## config.mk

```make
export PLATFORM = sky130hd
export DESIGN_NAME = seg_time_display
export DESIGN_NICKNAME = d
export VERILOG_FILES = /design/src/rtl/seg_time_display_pkg.sv /design/src/rtl/seg_time_display_bin2dec6.sv /design/src/rtl/seg_time_display.sv
export SDC_FILE = /design/constraint.sdc
export NUM_CORES = 1
export LEC_CHECK = 0
export CORE_AREA = 3 3 97 99
export DETAILED_ROUTE_END_ITERATION = 16
export DIE_AREA = 0 0 100 102
export HOLD_SLACK_MARGIN = 0.05
export PLACE_DENSITY = 0.75
export SLEW_MARGIN = 20
export SYNTH_ARGS = -nofsm -noshare
export SYNTH_HDL_FRONTEND = slang
export SYNTH_SLANG_ARGS = --single-unit
```

## constraint.sdc

```tcl
create_clock -name clk -period 3.9 [get_ports clk]
set_clock_uncertainty 0.2 [all_clocks]
set_input_delay 0.39 -clock clk [delete_from_list [all_inputs] [get_ports clk]]
set_output_delay 0.39 -clock clk [all_outputs]
set_load 0.02 [all_outputs]
```

## src/rtl/seg_time_display_pkg.sv

```systemverilog
`default_nettype none
// ============================================================================
// Module   : seg_time_display_pkg
// Purpose  : Font, digit-index and clamp constants for the MM.SS display.
// Revision : 1.0 - initial release
// ============================================================================
package seg_time_display_pkg;

  // Active-low {dp,g,f,e,d,c,b,a}; dp off (bit 7 high) in every glyph.
  localparam logic [7:0] SEG_0     = 8'hC0;
  localparam logic [7:0] SEG_1     = 8'hF9;
  localparam logic [7:0] SEG_2     = 8'hA4;
  localparam logic [7:0] SEG_3     = 8'hB0;
  localparam logic [7:0] SEG_4     = 8'h99;
  localparam logic [7:0] SEG_5     = 8'h92;
  localparam logic [7:0] SEG_6     = 8'h82;
  localparam logic [7:0] SEG_7     = 8'hF8;
  localparam logic [7:0] SEG_8     = 8'h80;
  localparam logic [7:0] SEG_9     = 8'h90;
  localparam logic [7:0] SEG_BLANK = 8'hFF;

  localparam logic [1:0] DIG_SEC_ONES = 2'd0;
  localparam logic [1:0] DIG_SEC_TENS = 2'd1;
  localparam logic [1:0] DIG_MIN_ONES = 2'd2;
  localparam logic [1:0] DIG_MIN_TENS = 2'd3;

  localparam logic [5:0] MAX_SEC = 6'd59;
  localparam logic [5:0] MAX_MIN = 6'd59;

  function automatic logic [7:0] seg_font(input logic [3:0] digit);
    case (digit)
      4'd0:    seg_font = SEG_0;
      4'd1:    seg_font = SEG_1;
      4'd2:    seg_font = SEG_2;
      4'd3:    seg_font = SEG_3;
      4'd4:    seg_font = SEG_4;
      4'd5:    seg_font = SEG_5;
      4'd6:    seg_font = SEG_6;
      4'd7:    seg_font = SEG_7;
      4'd8:    seg_font = SEG_8;
      4'd9:    seg_font = SEG_9;
      default: seg_font = SEG_BLANK;
    endcase
  endfunction

endpackage
`default_nettype wire

```

## src/rtl/seg_time_display_bin2dec6.sv

```systemverilog
`default_nettype none
// ============================================================================
// Module   : bin2dec6
// Purpose  : Clamp a 6-bit binary value to MAX_VAL and split it into BCD
//            tens/ones digits. Purely combinational.
// Revision : 1.0 - initial release
// ============================================================================
module bin2dec6
  import seg_time_display_pkg::*;
#(
  parameter logic [5:0] MAX_VAL = MAX_SEC
) (
  input  logic [5:0] bin,
  output logic [3:0] tens,
  output logic [3:0] ones
);

  logic [5:0] w_clamped;

  assign w_clamped = (bin > MAX_VAL) ? MAX_VAL : bin;

  // Threshold ladder instead of a divider: the range is only 0..59.
  always_comb begin
    tens = 4'd0;
    ones = w_clamped[3:0];
    if (w_clamped >= 6'd50) begin
      tens = 4'd5;
      ones = 4'(w_clamped - 6'd50);
    end else if (w_clamped >= 6'd40) begin
      tens = 4'd4;
      ones = 4'(w_clamped - 6'd40);
    end else if (w_clamped >= 6'd30) begin
      tens = 4'd3;
      ones = 4'(w_clamped - 6'd30);
    end else if (w_clamped >= 6'd20) begin
      tens = 4'd2;
      ones = 4'(w_clamped - 6'd20);
    end else if (w_clamped >= 6'd10) begin
      tens = 4'd1;
      ones = 4'(w_clamped - 6'd10);
    end
  end

endmodule
`default_nettype wire

```

## src/rtl/seg_time_display.sv

```systemverilog
`default_nettype none
// ============================================================================
// Module   : seg_time_display
// Purpose  : Shows the active song's MM.SS on a 4-digit common-anode display,
//            blinking while paused.
// Revision : 1.0 - initial release
// ============================================================================
module seg_time_display
  import seg_time_display_pkg::*;
#(
  parameter int CLK_HZ   = 100_000_000,
  parameter int SCAN_HZ  = 1000,
  parameter int BLINK_HZ = 2
) (
  input  logic       clk,
  input  logic       RESET,
  input  logic       song_sel,
  input  logic       sound_off,
  input  logic [5:0] mins1,
  input  logic [5:0] secs1,
  input  logic [5:0] mins2,
  input  logic [5:0] secs2,
  output logic [7:0] seg,
  output logic [3:0] an
);

  localparam int SCAN_DIV  = CLK_HZ / SCAN_HZ;
  localparam int BLINK_DIV = CLK_HZ / (2 * BLINK_HZ);
  localparam int SCAN_W    = (SCAN_DIV > 1) ? $clog2(SCAN_DIV) : 1;
  localparam int BLINK_W   = (BLINK_DIV > 1) ? $clog2(BLINK_DIV) : 1;
  localparam logic [SCAN_W-1:0]  SCAN_LAST  = SCAN_W'(SCAN_DIV - 1);
  localparam logic [BLINK_W-1:0] BLINK_LAST = BLINK_W'(BLINK_DIV - 1);

  logic [11:0]        w_sel_val;
  logic [11:0]        r_cand;
  logic [11:0]        r_snap;
  logic [3:0]         w_min_tens, w_min_ones, w_sec_tens, w_sec_ones;
  logic [3:0]         w_digit;
  logic [7:0]         w_seg_nxt;
  logic [SCAN_W-1:0]  r_scan_cnt;
  logic [1:0]         r_idx;
  logic [BLINK_W-1:0] r_blink_cnt;
  logic               r_blink_on;
  logic               r_sound_d;
  logic               w_sound_rise;
  logic               w_blink_on_nxt;
  logic               w_visible;

  assign w_sel_val = song_sel ? {mins2, secs2} : {mins1, secs1};

  bin2dec6 #(.MAX_VAL(MAX_MIN)) u_bin_min (
    .bin  (r_snap[11:6]),
    .tens (w_min_tens),
    .ones (w_min_ones)
  );

  bin2dec6 #(.MAX_VAL(MAX_SEC)) u_bin_sec (
    .bin  (r_snap[5:0]),
    .tens (w_sec_tens),
    .ones (w_sec_ones)
  );

  always_comb begin
    w_digit = w_sec_ones;
    case (r_idx)
      DIG_SEC_ONES: w_digit = w_sec_ones;
      DIG_SEC_TENS: w_digit = w_sec_tens;
      DIG_MIN_ONES: w_digit = w_min_ones;
      DIG_MIN_TENS: w_digit = w_min_tens;
      default:      w_digit = w_sec_ones;
    endcase
    w_seg_nxt = seg_font(w_digit);
    if (r_idx == DIG_MIN_ONES) begin
      w_seg_nxt[7] = 1'b0;
    end
  end

  assign w_sound_rise = sound_off & ~r_sound_d;

  // Output gating uses the post-edge blink phase so a fresh pause is visible
  // for exactly one full half-period.
  always_comb begin
    w_blink_on_nxt = r_blink_on;
    if (w_sound_rise) begin
      w_blink_on_nxt = 1'b1;
    end else if (r_blink_cnt == BLINK_LAST) begin
      w_blink_on_nxt = ~r_blink_on;
    end
  end

  assign w_visible = ~sound_off | w_blink_on_nxt;

  always_ff @(posedge clk or posedge RESET) begin
    if (RESET) begin
      r_cand      <= '0;
      r_snap      <= '0;
      r_scan_cnt  <= '0;
      r_idx       <= 2'd0;
      r_blink_cnt <= '0;
      r_blink_on  <= 1'b1;
      r_sound_d   <= 1'b0;
      an          <= 4'hF;
      seg         <= SEG_BLANK;
    end else begin
      r_cand <= w_sel_val;
      if (w_sel_val == r_cand) begin
        r_snap <= r_cand;
      end

      if (r_scan_cnt == SCAN_LAST) begin
        r_scan_cnt <= '0;
        r_idx      <= r_idx + 2'd1;
      end else begin
        r_scan_cnt <= r_scan_cnt + SCAN_W'(1);
      end

      r_sound_d  <= sound_off;
      r_blink_on <= w_blink_on_nxt;
      if (w_sound_rise || (r_blink_cnt == BLINK_LAST)) begin
        r_blink_cnt <= '0;
      end else begin
        r_blink_cnt <= r_blink_cnt + BLINK_W'(1);
      end

      if (w_visible) begin
        an  <= ~(4'b0001 << r_idx);
        seg <= w_seg_nxt;
      end else begin
        an  <= 4'hF;
        seg <= SEG_BLANK;
      end
    end
  end

endmodule
`default_nettype wire

```

==> flow_summary.ini <==
[timing]
timing.fmax_mhz = 294
grt_setup_unrepaired = false
final_hold_viol_count = 0
finalMaxSlewViolations = 0
final.hold.worst_slack_ps = 145
timing.final.crit_share = 0.873
finalSetupViolations = 0
worst_slew_pin_slew_ps = 762
period_minus_slack_ps = 3400
sum_of_negative_setup_slack_ps = 0
worst_slew_slack_as_a_fraction_of_its_limit = 0.491

[final_layout]
antenna-diode-count = 0
drive_gt1_frac = 0.131
footprint_of_the_multi_input_gates_mm2 = 0.00249
nNetsFinal = 553
syn_to_final_growth_pct = 13.7
fillers = 721
final-seq-area_mm2 = 0.00204

[routing]
routed_wirelength_mm = 9.10
dr.pass1.iters = 4
drt-vias-per-instance = 5.57
drcViolationCount = 0
total_via_count_after_detailed_routing = 3459
wire_per_inst_um = 14.7
detail_route.iter0.violations = 167
drt.antenna.violating_nets = 0

[grt]
grt_pass1_vias = 3463
grt_overflow_total = 0
wire_length_of_the_first_global_routing_pass_mm = 15.9
largest_net_degree_at_the_start_of_global_routing = 33
grt_usage = 0.192
antenna_found_initial = 0

[floorplan]
die_area_mm2 = 0.0102
placementRows = 34
dieHeight_um = 102
initial_utilization = 0.547
floorplan.io_pins = 40
core_area_mm2 = 0.00864
die_span_in_x_um = 100

[synthesis]
post_synth_most_frequent_cells = sky130_fd_sc_hd__dfrtp_1 (69), sky130_fd_sc_hd__nor2_1 (47), sky130_fd_sc_hd__nand2_1 (40), sky130_fd_sc_hd__xor2_1 (31), sky130_fd_sc_hd__nand3_1 (27)
netlist.area_leader.share = 0.365
cell_area_after_technology_mapping_mm2 = 0.00472
number_of_storage_elements_in_the_synthesis_netlist = 81
ys_warn_count = 0
postSynthCellCount = 472
synth_fp_nets = 517
async_reset_ff_frac = 1.00
yosys.cell_count.top_type = sky130_fd_sc_hd__dfrtp_1
synth_top_cell_by_area = sky130_fd_sc_hd__dfrtp_1
synth_edf_count = 0
synthesis.area_per_instance_um2 = 10.0
synth_top_flop_cell = sky130_fd_sc_hd__dfrtp_1
ys_seq_area_frac = 0.432
synth.top_cells.by_area = sky130_fd_sc_hd__dfrtp_1 (37%), sky130_fd_sc_hd__dfstp_2 (6.7%), sky130_fd_sc_hd__xor2_1 (5.7%)
yosysUniqueCellTypes = 68

[run]
maxCapViolations = 0

[clock_tree]
insertion_delay_ps = 350
cts_resized = 0
clk_root_buffer_cell = sky130_fd_sc_hd__clkbuf_8
cts_made_buffers = 9
h-tree-depth = 3
cts_tree = done
cts_sinks = 81
cts_hold_buf = 0
clockBufferDepth = 2
post_cts_setup_buffer_count = 0
clock_slew_seen_by_the_registers_of_the_worst_setup_and_hold_paths_ps = 80

[setup_path]
critPathMaxStageDelay_ps = 600
worstPathCellList = nand2_1 > nor2_1 > nor2_1 > inv_1 > ha_1 > nand2b_4 > a2111oi_1 > o31ai_1 > a31oi_2 > inv_1 > ha_1 > o21ai_0 > a21bo_1
critPathCaptureType = register
maximum_net_fanout_on_the_critical_path = 12
timing.critical_path.slowest_stage_cell = sky130_fd_sc_hd__a2111oi_1
worst-endpoint-required_ps = 4000
worst_ep_arrival_time_ps = 3500
critPathKind = register to register
startpoint_kind_of_the_worst_setup_timing_path = register

[outcome]
status = complete, no violations

[power_and_ir_drop]
vdd_ir_drop_max_mv = 0.184
power.leakage_nw = 2.42
cellPowerDensity_mw_per_mm2 = 313

[place]
gp_congestion = 0.875
detailed_place_hpwl_mm = 6.75
place.port_buffers = 39

[min_path]
holdCritPathClass = input port to async pin
-- sequential cells by signal, summed over array words and instances, names as in the netlist --
register,flops
r_blink_cnt,25
r_scan_cnt,17
r_cand,12
r_snap,12
seg,7
an,4
r_idx,2
r_blink_on,1
r_sound_d,1
-- metrics by stage --
step	setup WS, ps	area (µm²)	instances	util	total power (W)
finish	497	5370	621	0.622	0.00168
global placement	670	5180	605	0.600	0.00111
global route	137	5370	621	0.622	0.00176
detailed placement	556	5180	605	0.600	0.00111
CTS	530	5370	621	0.622	0.00170
floorplan	767	4720	472	-	0.00104
-- logic make-up (layout without fill, tap and decap cells) --
family / Yosys count / in the layout / share of synthesized area
xor+xnor: 53 / 53 / 0.0998
simple gates: 187 / 187 / 0.200
mux: 25 / 25 / 0.0728
flops: 81 / 81 / 0.432
fa+ha+maj: 17 / 17 / 0.0450
compound gates: 68 / 68 / 0.108
buf+inv: 41 / 82 / 0.0416
-- power breakdown --
group	total (W)	switching [W]	internal, W
clock network	0.000584	0.000295	0.000289
registers	0.000910	0.0000321	0.000878
logic	0.000187	0.0000908	0.0000960
total	0.00168	0.000417	0.00126
-- metal layers --
layer | routed length, µm | global-route usage | share of wire | vias up
met5 | 0 | 0 | 0 | -
met2 | 4430 | 0.315 | 0.49 | 43
met3 | 250 | 0.0396 | 0.027 | 14
met1 | 4240 | 0.255 | 0.47 | 1683
li1 | - | - | - | 1719
met4 | 174 | 0.0663 | 0.019 | 0
-- path summary, 6_finish.rpt --
check,start,to,slack (ps),cells after the start
worst min register to register,r_scan_cnt[4],r_scan_cnt[4],270,1
min in group clk,r_scan_cnt[4],r_scan_cnt[4],270,1
worst max-delay path,r_snap[2],seg[1],500,13
max in group asynchronous,RESET,an[1],2580,3
worst min-delay path,RESET,r_scan_cnt[12],150,2
worst max register to register,r_snap[2],seg[1],500,13
-- worst max-delay path: cells and delay by family, from the launching register on --
family          cells  cell delay (ps)
compound gates      5             1380
flops               1              540
simple gates        4              510
fa+ha+maj           2              510
buf+inv             2              210
-- area by class of cell --
cell class / count / share of cell area
clock buffers: 13 / 0.0317
clock inverters: 3 / 0.00373
inverters: 20 / 0.0142
multi-input cells: 350 / 0.463
flip-flops and latches: 81 / 0.380
well taps: 108 / 0.0252
repair buffers: 46 / 0.0824
-- cells in the final DEF, fill, tap and decap left out, types with 10 or more instances in the layout --
cell type	n
sky130_fd_sc_hd__dfstp_2	12
sky130_fd_sc_hd__nor2_1	47
sky130_fd_sc_hd__xor2_1	31
sky130_fd_sc_hd__clkdlybuf4s50_1	39
sky130_fd_sc_hd__xnor2_1	21
sky130_fd_sc_hd__nor3_1	12
sky130_fd_sc_hd__nand2_1	40
sky130_fd_sc_hd__ha_1	17
sky130_fd_sc_hd__inv_1	18
sky130_fd_sc_hd__o21ai_0	14
sky130_fd_sc_hd__clkbuf_8	10
sky130_fd_sc_hd__and3_1	17
sky130_fd_sc_hd__nand3_1	27
sky130_fd_sc_hd__dfrtp_1	69
sky130_fd_sc_hd__mux2_4	17
Power figures use the tool's default switching activity.
